[src/rtl/regbank_arbiter_pkg.sv]
// Shared widths and FSM encoding for the two-requester register-bank arbiter.
package regbank_arbiter_pkg;
  localparam int DATA_W  = 16;
  localparam int ADDR_W  = 4;
  localparam int BURST_W = 4;

  typedef enum logic [1:0] {
    IDLE = 2'b00,
    OWN0 = 2'b01,
    OWN1 = 2'b10
  } state_t;
endpackage

[src/rtl/rr_arb2.sv]
// Two-input round-robin pick: on a tie the requester that did not own the bank last wins.
module rr_arb2
  import regbank_arbiter_pkg::*;
(
  input  logic i_req0,
  input  logic i_req1,
  input  logic i_last_owner,
  output logic o_any,
  output logic o_pick
);
  assign o_any  = i_req0 | i_req1;
  // o_pick = 1 selects requester 1.
  assign o_pick = (i_req0 & i_req1) ? ~i_last_owner : i_req1;
endmodule

[src/rtl/regbank_arbiter.sv]
// Arbitrates a single-port register bank between a core (0) and a loader (1),
// with burst-limited fairness, lock override and registered read return.
module regbank_arbiter
  import regbank_arbiter_pkg::*;
#(
  parameter int MAX_BURST = 4
) (
  input  logic                clk,
  input  logic                rst_n,
  input  logic                req0,
  input  logic                req1,
  input  logic                lock0,
  input  logic                lock1,
  input  logic                we0,
  input  logic                we1,
  input  logic [ADDR_W-1:0]   addr0,
  input  logic [ADDR_W-1:0]   addr1,
  input  logic [DATA_W-1:0]   wdata0,
  input  logic [DATA_W-1:0]   wdata1,
  output logic                gnt0,
  output logic                gnt1,
  output logic [DATA_W-1:0]   rdata0,
  output logic [DATA_W-1:0]   rdata1,
  output logic                rvalid0,
  output logic                rvalid1,
  output logic [ADDR_W-1:0]   rb_addr_in,
  output logic [DATA_W-1:0]   rb_data_in,
  output logic                rb_write_en,
  output logic [ADDR_W-1:0]   rb_addr_out,
  input  logic [DATA_W-1:0]   rb_data_out,
  output state_t              o_state,
  output logic [BURST_W-1:0]  o_burst_cnt
);
  localparam logic [BURST_W-1:0] LP_MAX    = BURST_W'(MAX_BURST);
  localparam logic [BURST_W-1:0] LP_MAX_M1 = BURST_W'(MAX_BURST - 1);

  state_t              r_state;
  state_t              w_next_state;
  logic                r_last_owner;
  logic                w_next_last_owner;
  logic [BURST_W-1:0]  r_burst_cnt;
  logic [BURST_W-1:0]  w_next_burst_cnt;
  logic                r_rvalid0;
  logic                r_rvalid1;
  logic [DATA_W-1:0]   r_rdata0;
  logic [DATA_W-1:0]   r_rdata1;
  logic                w_gnt0;
  logic                w_gnt1;
  logic                w_xfer0;
  logic                w_xfer1;
  logic                w_xfer;
  logic                w_last_beat;
  logic                w_arb_any;
  logic                w_arb_pick;

  // Handshake: req_k is the valid, gnt_k the ready; a transfer happens in
  // exactly those cycles where both are high, and nowhere else.
  assign w_gnt0      = (r_state == OWN0);
  assign w_gnt1      = (r_state == OWN1);
  assign w_xfer0     = w_gnt0 & req0;
  assign w_xfer1     = w_gnt1 & req1;
  assign w_xfer      = w_xfer0 | w_xfer1;
  assign w_last_beat = (r_burst_cnt >= LP_MAX_M1);

  rr_arb2 u_rr_arb2 (
    .i_req0       (req0),
    .i_req1       (req1),
    .i_last_owner (r_last_owner),
    .o_any        (w_arb_any),
    .o_pick       (w_arb_pick)
  );

  always_comb begin
    w_next_state      = r_state;
    w_next_last_owner = r_last_owner;
    case (r_state)
      IDLE: begin
        if (w_arb_any) w_next_state = w_arb_pick ? OWN1 : OWN0;
      end
      OWN0: begin
        if (!req0) begin
          w_next_state      = req1 ? OWN1 : IDLE;
          w_next_last_owner = 1'b0;
        end else if (!lock0 && req1 && w_last_beat) begin
          w_next_state      = OWN1;
          w_next_last_owner = 1'b0;
        end
      end
      OWN1: begin
        if (!req1) begin
          w_next_state      = req0 ? OWN0 : IDLE;
          w_next_last_owner = 1'b1;
        end else if (!lock1 && req0 && w_last_beat) begin
          w_next_state      = OWN0;
          w_next_last_owner = 1'b1;
        end
      end
      default: w_next_state = IDLE;
    endcase
  end

  // The counter restarts on every ownership change and sticks at the limit under lock.
  always_comb begin
    w_next_burst_cnt = r_burst_cnt;
    if (w_next_state != r_state) begin
      w_next_burst_cnt = '0;
    end else if (w_xfer && (r_burst_cnt != LP_MAX)) begin
      w_next_burst_cnt = r_burst_cnt + BURST_W'(1);
    end
  end

  always_ff @(posedge clk) begin
    if (!rst_n) begin
      r_state      <= IDLE;
      r_last_owner <= 1'b1;
      r_burst_cnt  <= '0;
      r_rvalid0    <= 1'b0;
      r_rvalid1    <= 1'b0;
      r_rdata0     <= '0;
      r_rdata1     <= '0;
    end else begin
      r_state      <= w_next_state;
      r_last_owner <= w_next_last_owner;
      r_burst_cnt  <= w_next_burst_cnt;
      r_rvalid0    <= w_xfer0 & ~we0;
      r_rvalid1    <= w_xfer1 & ~we1;
      if (w_xfer0 && !we0) r_rdata0 <= rb_data_out;
      if (w_xfer1 && !we1) r_rdata1 <= rb_data_out;
    end
  end

  // Write enable is gated by rst_n so a write coinciding with reset never lands.
  always_comb begin
    rb_addr_in  = '0;
    rb_data_in  = '0;
    rb_write_en = 1'b0;
    if (w_gnt0) begin
      rb_addr_in  = addr0;
      rb_data_in  = wdata0;
      rb_write_en = req0 & we0 & rst_n;
    end else if (w_gnt1) begin
      rb_addr_in  = addr1;
      rb_data_in  = wdata1;
      rb_write_en = req1 & we1 & rst_n;
    end
  end

  assign rb_addr_out = rb_addr_in;
  assign gnt0        = w_gnt0;
  assign gnt1        = w_gnt1;
  assign rdata0      = r_rdata0;
  assign rdata1      = r_rdata1;
  assign rvalid0     = r_rvalid0;
  assign rvalid1     = r_rvalid1;
  assign o_state     = r_state;
  assign o_burst_cnt = r_burst_cnt;
endmodule

[config.mk]
export PLATFORM = sky130hd
export DESIGN_NAME = regbank_arbiter
export DESIGN_NICKNAME = d
export VERILOG_FILES = /design/src/rtl/regbank_arbiter_pkg.sv /design/src/rtl/rr_arb2.sv /design/src/rtl/regbank_arbiter.sv
export SDC_FILE = /design/constraint.sdc
export NUM_CORES = 1
export LEC_CHECK = 0
export CAP_MARGIN = 40
export CORE_MARGIN = 4
export CORE_UTILIZATION = 37
export DETAILED_ROUTE_END_ITERATION = 7
export GPL_TIMING_DRIVEN = 1
export PLACE_DENSITY_LB_ADDON = 0.05
export SETUP_SLACK_MARGIN = 0.15
export SYNTH_ARGS = -nofsm -noshare
export SYNTH_HDL_FRONTEND = slang
export SYNTH_SLANG_ARGS = --single-unit
[constraint.sdc]
create_clock -name clk -period 2.4 [get_ports clk]
set_input_delay 0.48 -clock clk [delete_from_list [all_inputs] [get_ports clk]]
set_output_delay 0.48 -clock clk [all_outputs]
set_load 0.005 [all_outputs]
### Word-level counts from Yosys, hierarchy flattened

Cells that the tools add are included.

| word-level totals | value |
|---|---|
| flip-flop bits (word level) | 41 |
| bits of input ports | 64 |
| output and inout port bits | 67 |

| operators by class | value |
|---|---|
| reductions and logical operators | 15 |
| $lt $le $gt $ge | 1 |
| bitwise gates (word level) | 15 |
| add/sub/neg operators | 1 |
| eq/ne operators | 6 |
| mux-type cells | 21 |

Operators by type and width:

| kind | number |
|---|---|
| $mux 16 | 2 |
| $mux 2 | 7 |
| $and 1x1->1 | 9 |
| $mux 1 | 8 |
| $mux 4 | 2 |
| $logic_and 1x1->1 | 7 |
| $ne 3x2->1 const B | 2 |
| $pmux 2 s3 | 1 |
| $add 4x1->4 const B | 1 |
| $ge 4x2->1 const B | 1 |
| $logic_not 1->1 | 4 |
| $ne 4x3->1 const B | 1 |
| $not 1->1 | 4 |
| $reduce_and 3->1 | 1 |
| $eq 2x1->1 const B | 1 |
| $eq 2x2->1 const B | 1 |
| $logic_not 2->1 | 1 |
| $ne 2x2->1 | 1 |
| $or 1x1->1 | 2 |
| $pmux 1 s2 | 1 |
| $reduce_bool 2->1 | 1 |
| $reduce_or 2->1 | 1 |

### Depth between registers and ports, before layout

Gate-level depths: netlist (run 1).

| logic depth | value |
|---|---|
| depth after elaboration | 8 |
| depth in mapped cells | 9 |
| depth with buffers taken out | 7 |

### Modules after synthesis

Synthesis (run 1) repeated with hierarchy kept, for this count alone.

| unflattened totals | value |
|---|---|
| cells, all modules | 251 |
| area, all modules | 2000.7 µm² |

By module, submodules not included:

| module | instances | cells an instance | seq. area each (µm²) | area each (µm²) |
|---|---|---|---|---|
| regbank_arbiter | 1 | 249 | 820.8 | 1986.9 |
| rr_arb2 | 1 | 2 | 0.0 | 13.8 |

### Least setup slack after synthesis (run 1)

Ideal clock, no wire load.

| timing path | value |
|---|---|
| path type | reg-to-output |
| start point | register r_state[1] (netlist: o_state[1]) |
| end point | output port rb_addr_out[0] |
| required time | 1.920 ns |
| path buffers | 3 |
| slack | 0.321 ns |
| arrival | 1.599 ns |
| stages on the path, launching flop included | 8 |
| path through | dfxtp_1 -> inv_1 -> ha_1 -> buf_2 -> nor2_1 -> clkbuf_1 -> a22o_1 -> buf_4 |

| on the way | value |
|---|---|
| elaborated cells on any way between the ends | 4 |
| those cells by class | eq/ne (2); mux (2) |

RTL lines:

| item | line | text |
|---|---|---|
| from (decl) | regbank_arbiter.sv:37 | `state_t r_state;` |
| from (signal assigned) | regbank_arbiter.sv:122 | `r_state <= w_next_state;` |
| $eq 2x1->1 | regbank_arbiter.sv:58 | `assign w_gnt0 = (r_state == OWN0);` |
| named net gnt0 | regbank_arbiter.sv:20 | `output logic gnt0,` |
| $mux 4 | regbank_arbiter.sv:137 | `if (w_gnt0) begin` |
| to (decl) | regbank_arbiter.sv:29 | `output logic [ADDR_W-1:0] rb_addr_out,` |

The timed path passes the listed nets, and every way through them passes these cells.

### Final worst setup path (run 1)

| timing path | value |
|---|---|
| start point | register r_state[0] (netlist: o_state[0]) |
| end point | output port rb_data_in[8] |

| on the way | value |
|---|---|
| cells in the longest elaborated chain, start to end | 3 |
| elaborated cells on any way between the ends | 4 |
| those cells by class | eq/ne (2); mux (2) |

Ends and longest elaborated chain:

| item | line | text |
|---|---|---|
| $eq 2x2->1 | regbank_arbiter.sv:59 | `assign w_gnt1 = (r_state == OWN1);` |
| $mux 16 | regbank_arbiter.sv:141 | `end else if (w_gnt1) begin` |
| $mux 16 * | regbank_arbiter.sv:137 |  |
| to (decl) | regbank_arbiter.sv:27 | `output logic [DATA_W-1:0] rb_data_in,` |

Mark *: on every way between the ends. The rest lies on a longest branch, timed or not.

==> results of run 1 <==
-- layout make-up --
| type | count | area, sq um | share of cell area [%] |
|---|---|---|---|
| sequential | 41 | 826 | 22.4 |
| tap | 72 | 90.1 | 2.44 |
| timing repair buffer | 150 | 1460 | 39.5 |
| multi-input combinational | 187 | 1160 | 31.4 |
| clock inverter | 2 | 37.5 | 1.02 |
| clock buffer | 6 | 82.6 | 2.24 |
| inverter | 10 | 40.0 | 1.08 |
-- cell families after synthesis --
family	after synthesis	synth area share (%)
fa+ha+maj	6	3.60
simple gates	106	22.3
compound gates	72	26.4
xor+xnor	1	0.420
buf+inv	31	6.95
mux	2	0.959
flops	41	39.3
-- metal layers --
| layer | part of all wire [%] | vias to the layer above |
|---|---|---|
| met5 | 0 | - |
| met4 | 0.54 | 0 |
| met3 | 10 | 2 |
| met2 | 47 | 98 |
| met1 | 42 | 1034 |
| li1 | - | 1152 |
-- worst paths after layout --
| check | startpoint | endpoint | slack (ns) | cells after the start |
|---|---|---|---|---|
| hold reg to reg | rdata1[10]$_SDFFE_PN0P_ | rdata1[10]$_SDFFE_PN0P_ | 0.46 | 2 |
| hold / removal | rdata1[10]$_SDFFE_PN0P_ | rdata1[10]$_SDFFE_PN0P_ | 0.46 | 2 |
| setup reg to reg | o_state[1]$_SDFF_PN0_ | o_burst_cnt[1]$_SDFFE_PP0P_ | 0.53 | 8 |
| setup / recovery | o_state[0]$_SDFF_PN0_ | rb_data_in[8] | 0.06 | 7 |
-- power by group through the flow --
stage               Combinational (W)  Sequential [W]  Clock [W]
CTS                          0.000516        0.000719   0.000591
floorplan                    0.000210        0.000736          0
global route                 0.000574        0.000723   0.000622
detailed placement           0.000511        0.000733          0
global placement             0.000508        0.000732          0
finish                       0.000521        0.000721   0.000574
-- through the flow --
step                cell area (sq um)  TNS, ns  setup slack, ns  std cells  util (%)
floorplan                        2090        0            0.321        259         -
global placement                 3470  -0.0523          -0.0523        453      63.4
detailed placement               3470  -0.0509          -0.0509        453      63.4
CTS                              3640   -0.166          -0.0201        466      66.5
global route                     3690  -0.0776          -0.0278        468      67.5
finish                           3690        0           0.0629        468      67.5
-- worst max-delay path: cells and delay by family (launching register included) --
| kind | cells | cell delay, ns |
|---|---|---|
| AO/OA/AOI/OAI | 1 | 0.11 |
| adder cells (fa/ha/maj) | 1 | 0.15 |
| buffers and inverters | 4 | 0.79 |
| flip-flops | 1 | 0.37 |
| AND/OR/NAND/NOR | 1 | 0.14 |
-- flip-flops by register name, summed over array words and instances (netlist names) --
signal        flops
rdata0           16
rdata1           16
o_burst_cnt       4
o_state           2
r_last_owner      1
rvalid0           1
rvalid1           1
-- placed cells by master, fill, tap and decap left out, types with 6 or more instances in the layout --
master / count
dlymetal6s2s_1: 6
buf_4: 17
a22o_1: 20
a21boi_0: 30
inv_1: 6
nand2_1: 74
clkbuf_8: 6
clkdlybuf4s15_1: 8
dfxtp_1: 39
nor2_1: 7
clkdlybuf4s50_1: 109
-- timing repair --
item | in CTS | in global routing
setup buffers | 3 | 2
gates cloned | 2 | 0
pin swaps | 1 | 1
endpoints found under the setup margin | 26 | 13
resized for setup | 28 | 26
==> impl_metrics.json, run 1 <==
{
  "outcome": "finished, final reports clean",
  "via_per_inst": 4.88,
  "use_met3_pct": 8.63,
  "power_density_nw_per_um2": 492,
  "grt_start_max_net_pins": 38,
  "grt_pass1_vias": 2349,
  "ios": 131,
  "hold_path_class": "register to register",
  "grt-ovfl-total": 0,
  "power.leakage_nw": 1.46,
  "period_minus_slack_ns": 2.34,
  "wl_per_cell_microns": 13.4,
  "clock_sinks": 41,
  "end_kind": "output pin",
  "postSynthCellCount": 259,
  "synthMostInstantiatedCell": "nand2_1",
  "wl_microns": 6280,
  "gr-usage-met2_pct": 32.3,
  "worst_slew_pin_slew_ns": 0.494,
  "pwr-share-comb_pct": 28.7,
  "peakVddDrop_v": 0.000225,
  "first_iter_violations": 70,
  "hold_slack_ns": 0.458,
  "clk_latency_ns": 0.29,
  "slowest_delay_ns": 0.50,
  "synth.top_cell.area_share_pct": 39.3,
  "setup_viol": 0,
  "cap_violations": 0,
  "vias": 2286,
  "die_width_microns": 83.1,
  "yosysSeqAreaShare_pct": 39.3,
  "synthTopCellsByCount": "74 x nand2_1, 41 x dfxtp_1, 30 x a21boi_0",
  "clk_pin_slew_ns": 0.08,
  "cts_max_level": 2,
  "synth-edff-count": 0,
  "slowest_stage": "clkdlybuf4s50_1",
  "die-area_sq_um": 6910,
  "hold_buffers": 0,
  "ant_nets": 0,
  "final_max_slew_viol_count": 0,
  "cts_tree": "yes",
  "core-area_sq_um": 5470,
  "yosys.area.top_type": "dfxtp_1",
  "synthTopCellsByArea": "dfxtp_1 39%, nand2_1 13%, a21boi_0 11%",
  "async_reset_ff_share_pct": 0,
  "firstDrtPassIters": 4,
  "ys_warn_count": 0,
  "gp_congestion": 0.899,
  "cts-root-buf": "clkbuf_8",
  "seqPwrFrac_pct": 39.7,
  "path_class": "register to output pin",
  "cp_data_required_time_ns": 1.92,
  "syn-cell-area_sq_um": 2090,
  "nets": 465,
  "ys_seq_elements": 41,
  "rsz0062_at_grt": "true",
  "grt_pass1_wl_microns": 10600,
  "path_cells": "inv_2, ha_4, inv_4, nor2_4, buf_4, a22o_1, clkdlybuf4s50_1",
  "placementRows": 27,
  "fillCellCount": 516,
  "netlist-cell-type-count": 39,
  "cp_max_fo": 5,
  "synth_area_per_cell_sq_um": 8.06,
  "switching_power_w": 0.000460,
  "drc": 0,
  "fmax_mhz": 428,
  "relSlewSlack_pct": 66.9,
  "drive_gt1_share_pct": 12.1,
  "grtUsageTotal_pct": 18.4,
  "met1_usage_pct": 19.9,
  "area_delta_synth_final_pct": 76.9,
  "hpwlAfterDp_microns": 4870,
  "clockBufferDepth": 2,
  "finalClockSkew_ns": 0.00391,
  "grt_busiest_layer": "met2",
  "start_util_pct": 38.1,
  "p_sw_share_pct": 25.3,
  "cp.arrival_ns": 1.86,
  "min_period_over_period_pct": 97.4,
  "diodes": 0,
  "clockPowerShare_pct": 31.6,
  "die_height_microns": 83.1,
  "internal-power_w": 0.00136,
  "hold_viol_final": 0,
  "cts-buffers-inserted": 5,
  "ys.flop_type": "dfxtp_1",
  "io_buffer_count": 130,
  "syn_nets": 329,
  "p_total_w": 0.00182,
  "antenna_found_initial": 0,
  "worstSetupStartpointType": "register"
}
(Power assumes the default switching activity.)
==> inputs of run 2 (changes only) <==
--- a/config.mk
+++ b/config.mk
@@ -6,12 +6,14 @@
 export NUM_CORES = 1
 export LEC_CHECK = 0
 export CAP_MARGIN = 40
+export CELL_PAD_IN_SITES_DETAIL_PLACEMENT = 2
+export CELL_PAD_IN_SITES_GLOBAL_PLACEMENT = 2
 export CORE_MARGIN = 4
-export CORE_UTILIZATION = 37
+export CORE_UTILIZATION = 19
 export DETAILED_ROUTE_END_ITERATION = 7
-export GPL_TIMING_DRIVEN = 1
 export PLACE_DENSITY_LB_ADDON = 0.05
 export SETUP_SLACK_MARGIN = 0.15
+export SKIP_LAST_GASP = 1
 export SYNTH_ARGS = -nofsm -noshare
 export SYNTH_HDL_FRONTEND = slang
 export SYNTH_SLANG_ARGS = --single-unit
==> impl_metrics.json, run 2 (synthesis gave the netlist of run 1 again) <==
{
  "outcome": "finished, final reports clean",
  "postLayoutCoreUtil_pct": 34.9,
  "die-area_sq_um": 12700,
  "wl_per_cell_microns": 15.7,
  "min_period_over_period_pct": 90.5,
  "internal-power_w": 0.00122,
  "cts_max_level": 2,
  "cp_data_required_time_ns": 1.92,
  "final-seq-area_sq_um": 828,
  "dpl_cell_area_sq_um": 3580,
  "clockPowerShare_pct": 25.4,
  "cts_tree": "yes",
  "finalClockSkew_ns": 0.00863,
  "via_per_inst": 4.44,
  "hpwlAfterDp_microns": 6440,
  "ant_nets": 0,
  "hp-start": "rdata0[8]$_SDFFE_PN0P_",
  "power_density_nw_per_um2": 451,
  "pwr-share-comb_pct": 32.2,
  "multi_input_area_sq_um": 1160,
  "fin_tns_setup_ns": 0,
  "clock_sinks": 41,
  "core-area_sq_um": 10800,
  "worst_slew_pin_slew_ns": 0.484,
  "seqPwrFrac_pct": 42.4,
  "hold_buffers": 0,
  "clockBufferDepth": 2,
  "rrSetupSlack_ns": 0.54,
  "switching_power_w": 0.000483,
  "final_max_slew_viol_count": 0,
  "reg2reg_from": "o_state[1]$_SDFF_PN0_",
  "peakVddDrop_v": 0.000152,
  "worstRegToRegCells": 8,
  "area_delta_synth_final_pct": 80.5,
  "wl_microns": 8410,
  "drive_gt1_share_pct": 12.9,
  "grt_start_max_net_pins": 38,
  "die_width_microns": 113,
  "clk_latency_ns": 0.29,
  "placementRows": 38,
  "p_sw_share_pct": 28.4,
  "layout_common_cells": "105 x clkdlybuf4s50_1, 74 x nand2_1, 39 x dfxtp_1",
  "ios": 131,
  "relSlewSlack_pct": 67.6,
  "cts-buffers-inserted": 5,
  "diodes": 0,
  "crit_start": "o_state[0]$_SDFF_PN0_",
  "grt_pass1_vias": 2712,
  "gp_congestion": 0.737,
  "fillCellCount": 1245,
  "end_kind": "output pin",
  "rsz0062_at_grt": "true",
  "setup_viol": 0,
  "slowest_delay_ns": 0.38,
  "drc": 0,
  "cp.arrival_ns": 1.69,
  "hold_path_class": "register to register",
  "fmax_mhz": 460,
  "cts-root-buf": "clkbuf_8",
  "hold_slack_ns": 0.456,
  "start_util_pct": 19.3,
  "first_iter_violations": 50,
  "grt-ovfl-total": 0,
  "nets": 466,
  "stdcell_area_sq_um": 3770,
  "r2r-end": "o_burst_cnt[3]$_SDFFE_PP0P_",
  "worstSetupStartpointType": "register",
  "path_cells": "inv_2, ha_4, inv_4, nor2_4, buf_4, buf_12, a22o_1, dlygate4sd2_1",
  "final_common_cell": "clkdlybuf4s50_1",
  "io_buffer_count": 130,
  "power.leakage_nw": 1.46,
  "cp_max_fo": 5,
  "firstDrtPassIters": 4,
  "vias": 2378,
  "clk_pin_slew_ns": 0.08,
  "path_class": "register to output pin",
  "die_height_microns": 113,
  "period_minus_slack_ns": 2.17,
  "cp-endpoint": "rb_addr_in[1]",
  "antenna_found_initial": 0,
  "cap_violations": 0,
  "slowest_stage": "dfxtp_4",
  "grtUsageTotal_pct": 13.3,
  "hold_viol_final": 0,
  "grt_pass1_wl_microns": 13600
}
==> run 2: layout make-up <==
type / instances / area share [%]
timing repair buffer: 151 / 39.6
multi-input combinational: 187 / 30.8
sequential: 41 / 22.0
tap: 140 / 4.65
clock buffer: 5 / 1.83
inverter: 10 / 1.06
clock inverter: 1 / 0.133
==> run 2: worst min path at each step <==
stage,depth (start not counted),to
after floorplan,2,rdata0[8]$_SDFFE_PN0P_
after CTS,2,rdata0[8]$_SDFFE_PN0P_
after global placement,2,rdata0[8]$_SDFFE_PN0P_
after global routing,2,rdata1[11]$_SDFFE_PN0P_
after detailed placement,2,rdata0[8]$_SDFFE_PN0P_
final,2,rdata0[8]$_SDFFE_PN0P_
==> run 2: power by group through the flow <==
stage | clock [W] | combinational (W) | sequential [W]
floorplan | 0 | 0.000210 | 0.000736
global placement | 0 | 0.000539 | 0.000732
detailed placement | 0 | 0.000543 | 0.000733
CTS | 0.000459 | 0.000561 | 0.000720
global route | 0.000493 | 0.000603 | 0.000723
finish | 0.000432 | 0.000547 | 0.000720
==> run 2: per-layer routing <==
layer  GRT usage (%)  vias up  wire length [microns]
met5               0        -                      0
met4            4.33        0                     87
met3            6.31        4                    969
met2            22.9      106                   4010
met1            14.3     1122                   3340
li1                -     1146                      -
==> run 2: what timing repair did <==
action                     4_1_cts  5_1_grt
pin swaps                        1        1
cloned                           2        0
setup buffers                    4        0
setup endpoints to repair       26       25
gates resized for setup         38       21
==> run 2: stage by stage <==
step	setup WS (ns)	power, W	cells
3_5_place_dp	-0.0978	0.00128	523
4_1_cts	-0.0555	0.00174	535
6_report	0.228	0.00170	535
5_1_grt	0.140	0.00182	535
3_3_place_gp	-0.0875	0.00127	523
2_1_floorplan	0.321	0.000946	259
==> run 2: critical path, delay by kind of cell (launching register included) <==
| kind | cells | cell delay (ns) |
|---|---|---|
| AO/OA/AOI/OAI | 1 | 0.19 |
| adder cells (fa/ha/maj) | 1 | 0.17 |
| buffers and inverters | 5 | 0.63 |
| flip-flops | 1 | 0.38 |
| AND/OR/NAND/NOR | 1 | 0.04 |
==> inputs of run 3 (changes only) <==
--- a/config.mk
+++ b/config.mk
@@ -12,6 +12,7 @@
 export CORE_UTILIZATION = 19
 export DETAILED_ROUTE_END_ITERATION = 7
 export PLACE_DENSITY_LB_ADDON = 0.05
+export RECOVER_POWER = 50
 export SETUP_SLACK_MARGIN = 0.15
 export SKIP_LAST_GASP = 1
 export SYNTH_ARGS = -nofsm -noshare
==> impl_metrics.json, run 3 (synthesis gave the netlist of run 1 again) <==
{
  "clk_latency_ns": 0.29,
  "area_delta_synth_final_pct": 79.6,
  "hold_path_class": "register to register",
  "hp-start": "rdata1[11]$_SDFFE_PN0P_",
  "grt_pass1_vias": 2712,
  "clock_sinks": 41,
  "hold_viol_final": 0,
  "postLayoutCoreUtil_pct": 34.7,
  "firstDrtPassIters": 4,
  "grt_pass1_wl_microns": 13600,
  "ant_nets": 0,
  "via_per_inst": 4.44,
  "hold_buffers": 0,
  "multi_input_area_sq_um": 1160,
  "drc": 0,
  "cp_data_required_time_ns": 1.92,
  "io_buffer_count": 130,
  "period_minus_slack_ns": 2.20,
  "rsz0062_at_grt": "true",
  "cp.arrival_ns": 1.72,
  "peakVddDrop_v": 0.000152,
  "antenna_found_initial": 0,
  "final_max_slew_viol_count": 0,
  "reg2reg_from": "o_state[0]$_SDFF_PN0_",
  "placementRows": 38,
  "nets": 466,
  "cts-buffers-inserted": 5,
  "grtUsageTotal_pct": 13.3,
  "fmax_mhz": 454,
  "vias": 2375,
  "path_class": "register to output pin",
  "post-place-ws_ns": -0.0978,
  "final_common_cell": "nand2_1",
  "finalClockSkew_ns": 0.00777,
  "power_density_nw_per_um2": 450,
  "crit_start": "o_state[0]$_SDFF_PN0_",
  "drive_gt1_share_pct": 10.9,
  "wl_per_cell_microns": 15.7,
  "die_width_microns": 113,
  "first_iter_violations": 43,
  "end_kind": "output pin",
  "wl_microns": 8370,
  "hpwlAfterDp_microns": 6440,
  "ios": 131,
  "cap_violations": 0,
  "die_height_microns": 113,
  "clk_pin_slew_ns": 0.08,
  "gp_congestion": 0.737,
  "die-area_sq_um": 12700,
  "relSlewSlack_pct": 49.8,
  "setup_viol": 0,
  "min_period_over_period_pct": 91.8,
  "place_inst": 523,
  "cts-root-buf": "clkbuf_8",
  "cts_max_level": 2,
  "cts_tree": "yes",
  "fillCellCount": 1250,
  "core-area_sq_um": 10800,
  "grt-ovfl-total": 0,
  "outcome": "finished, final reports clean",
  "worst_slew_pin_slew_ns": 0.753,
  "grt_start_max_net_pins": 38,
  "power.leakage_nw": 1.57,
  "instances_no_fill": 535,
  "start_util_pct": 19.3,
  "setup_slack_ns": 0.197,
  "clockBufferDepth": 2,
  "fin_tns_setup_ns": 0,
  "cp_max_fo": 5,
  "diodes": 0,
  "layout_common_cells": "74 x nand2_1, 68 x clkdlybuf4s50_1, 39 x dfxtp_1",
  "worstSetupStartpointType": "register",
  "p_total_w": 0.00169,
  "final-seq-area_sq_um": 828
}
[run 3: per-layer routing]
metal / routed length [microns] / share of wire [%] / global-route usage [%] / vias up
met1: 3360 / 40 / 14.3 / 1117
met3: 961 / 11 / 6.31 / 6
met5: 0 / 0 / 0 / -
met2: 3960 / 47 / 22.9 / 107
li1: - / - / - / 1145
met4: 95 / 1.1 / 4.33 / 0
[run 3: worst paths after layout]
kind	to	slack, ns	cells past startpoint
setup / recovery	rb_addr_in[1]	0.20	8
hold / removal	rdata1[11]$_SDFFE_PN0P_	0.46	2
setup reg to reg	rdata1[9]$_SDFFE_PN0P_	0.46	8
hold reg to reg	rdata1[11]$_SDFFE_PN0P_	0.46	2
[run 3: through the flow]
| step | hold WS [ns] | cell area [sq um] |
|---|---|---|
| global route | 0.496 | 3750 |
| detailed placement | 0.453 | 3580 |
| global placement | 0.443 | 3580 |
| floorplan | 0.451 | 2090 |
| finish | 0.462 | 3750 |
| CTS | 0.465 | 3770 |
[run 3: area by class of cell]
| cell class | instances | share of cell area (%) |
|---|---|---|
| timing repair buffer | 151 | 39.4 |
| multi-input combinational | 187 | 30.8 |
| sequential | 41 | 22.1 |
| tap | 140 | 4.67 |
| clock buffer | 5 | 1.84 |
| inverter | 10 | 1.07 |
| clock inverter | 1 | 0.134 |
[run 3: worst max-delay path: stages, from the launching register on]
cell,delay (ns)
dfxtp_4,0.37
inv_1,0.08
ha_4,0.18
inv_4,0.06
nor2_4,0.04
buf_4,0.13
buf_12,0.12
a22o_1,0.19
dlygate4sd2_1,0.27
[run 3: where the power goes]
group          total (W)  internal [W]  switching [W]  leakage (nW)
registers       0.000719      0.000703      0.0000159         0.333
clock network   0.000432      0.000192       0.000240        0.0399
logic           0.000538      0.000312       0.000225          1.20
[run 3: what timing repair did]
action | in CTS | in global routing
pin swaps | 1 | 1
endpoints found under the setup margin | 26 | 25
gates cloned | 2 | 0
buffers inserted | 4 | 0
resized for setup | 38 | 21
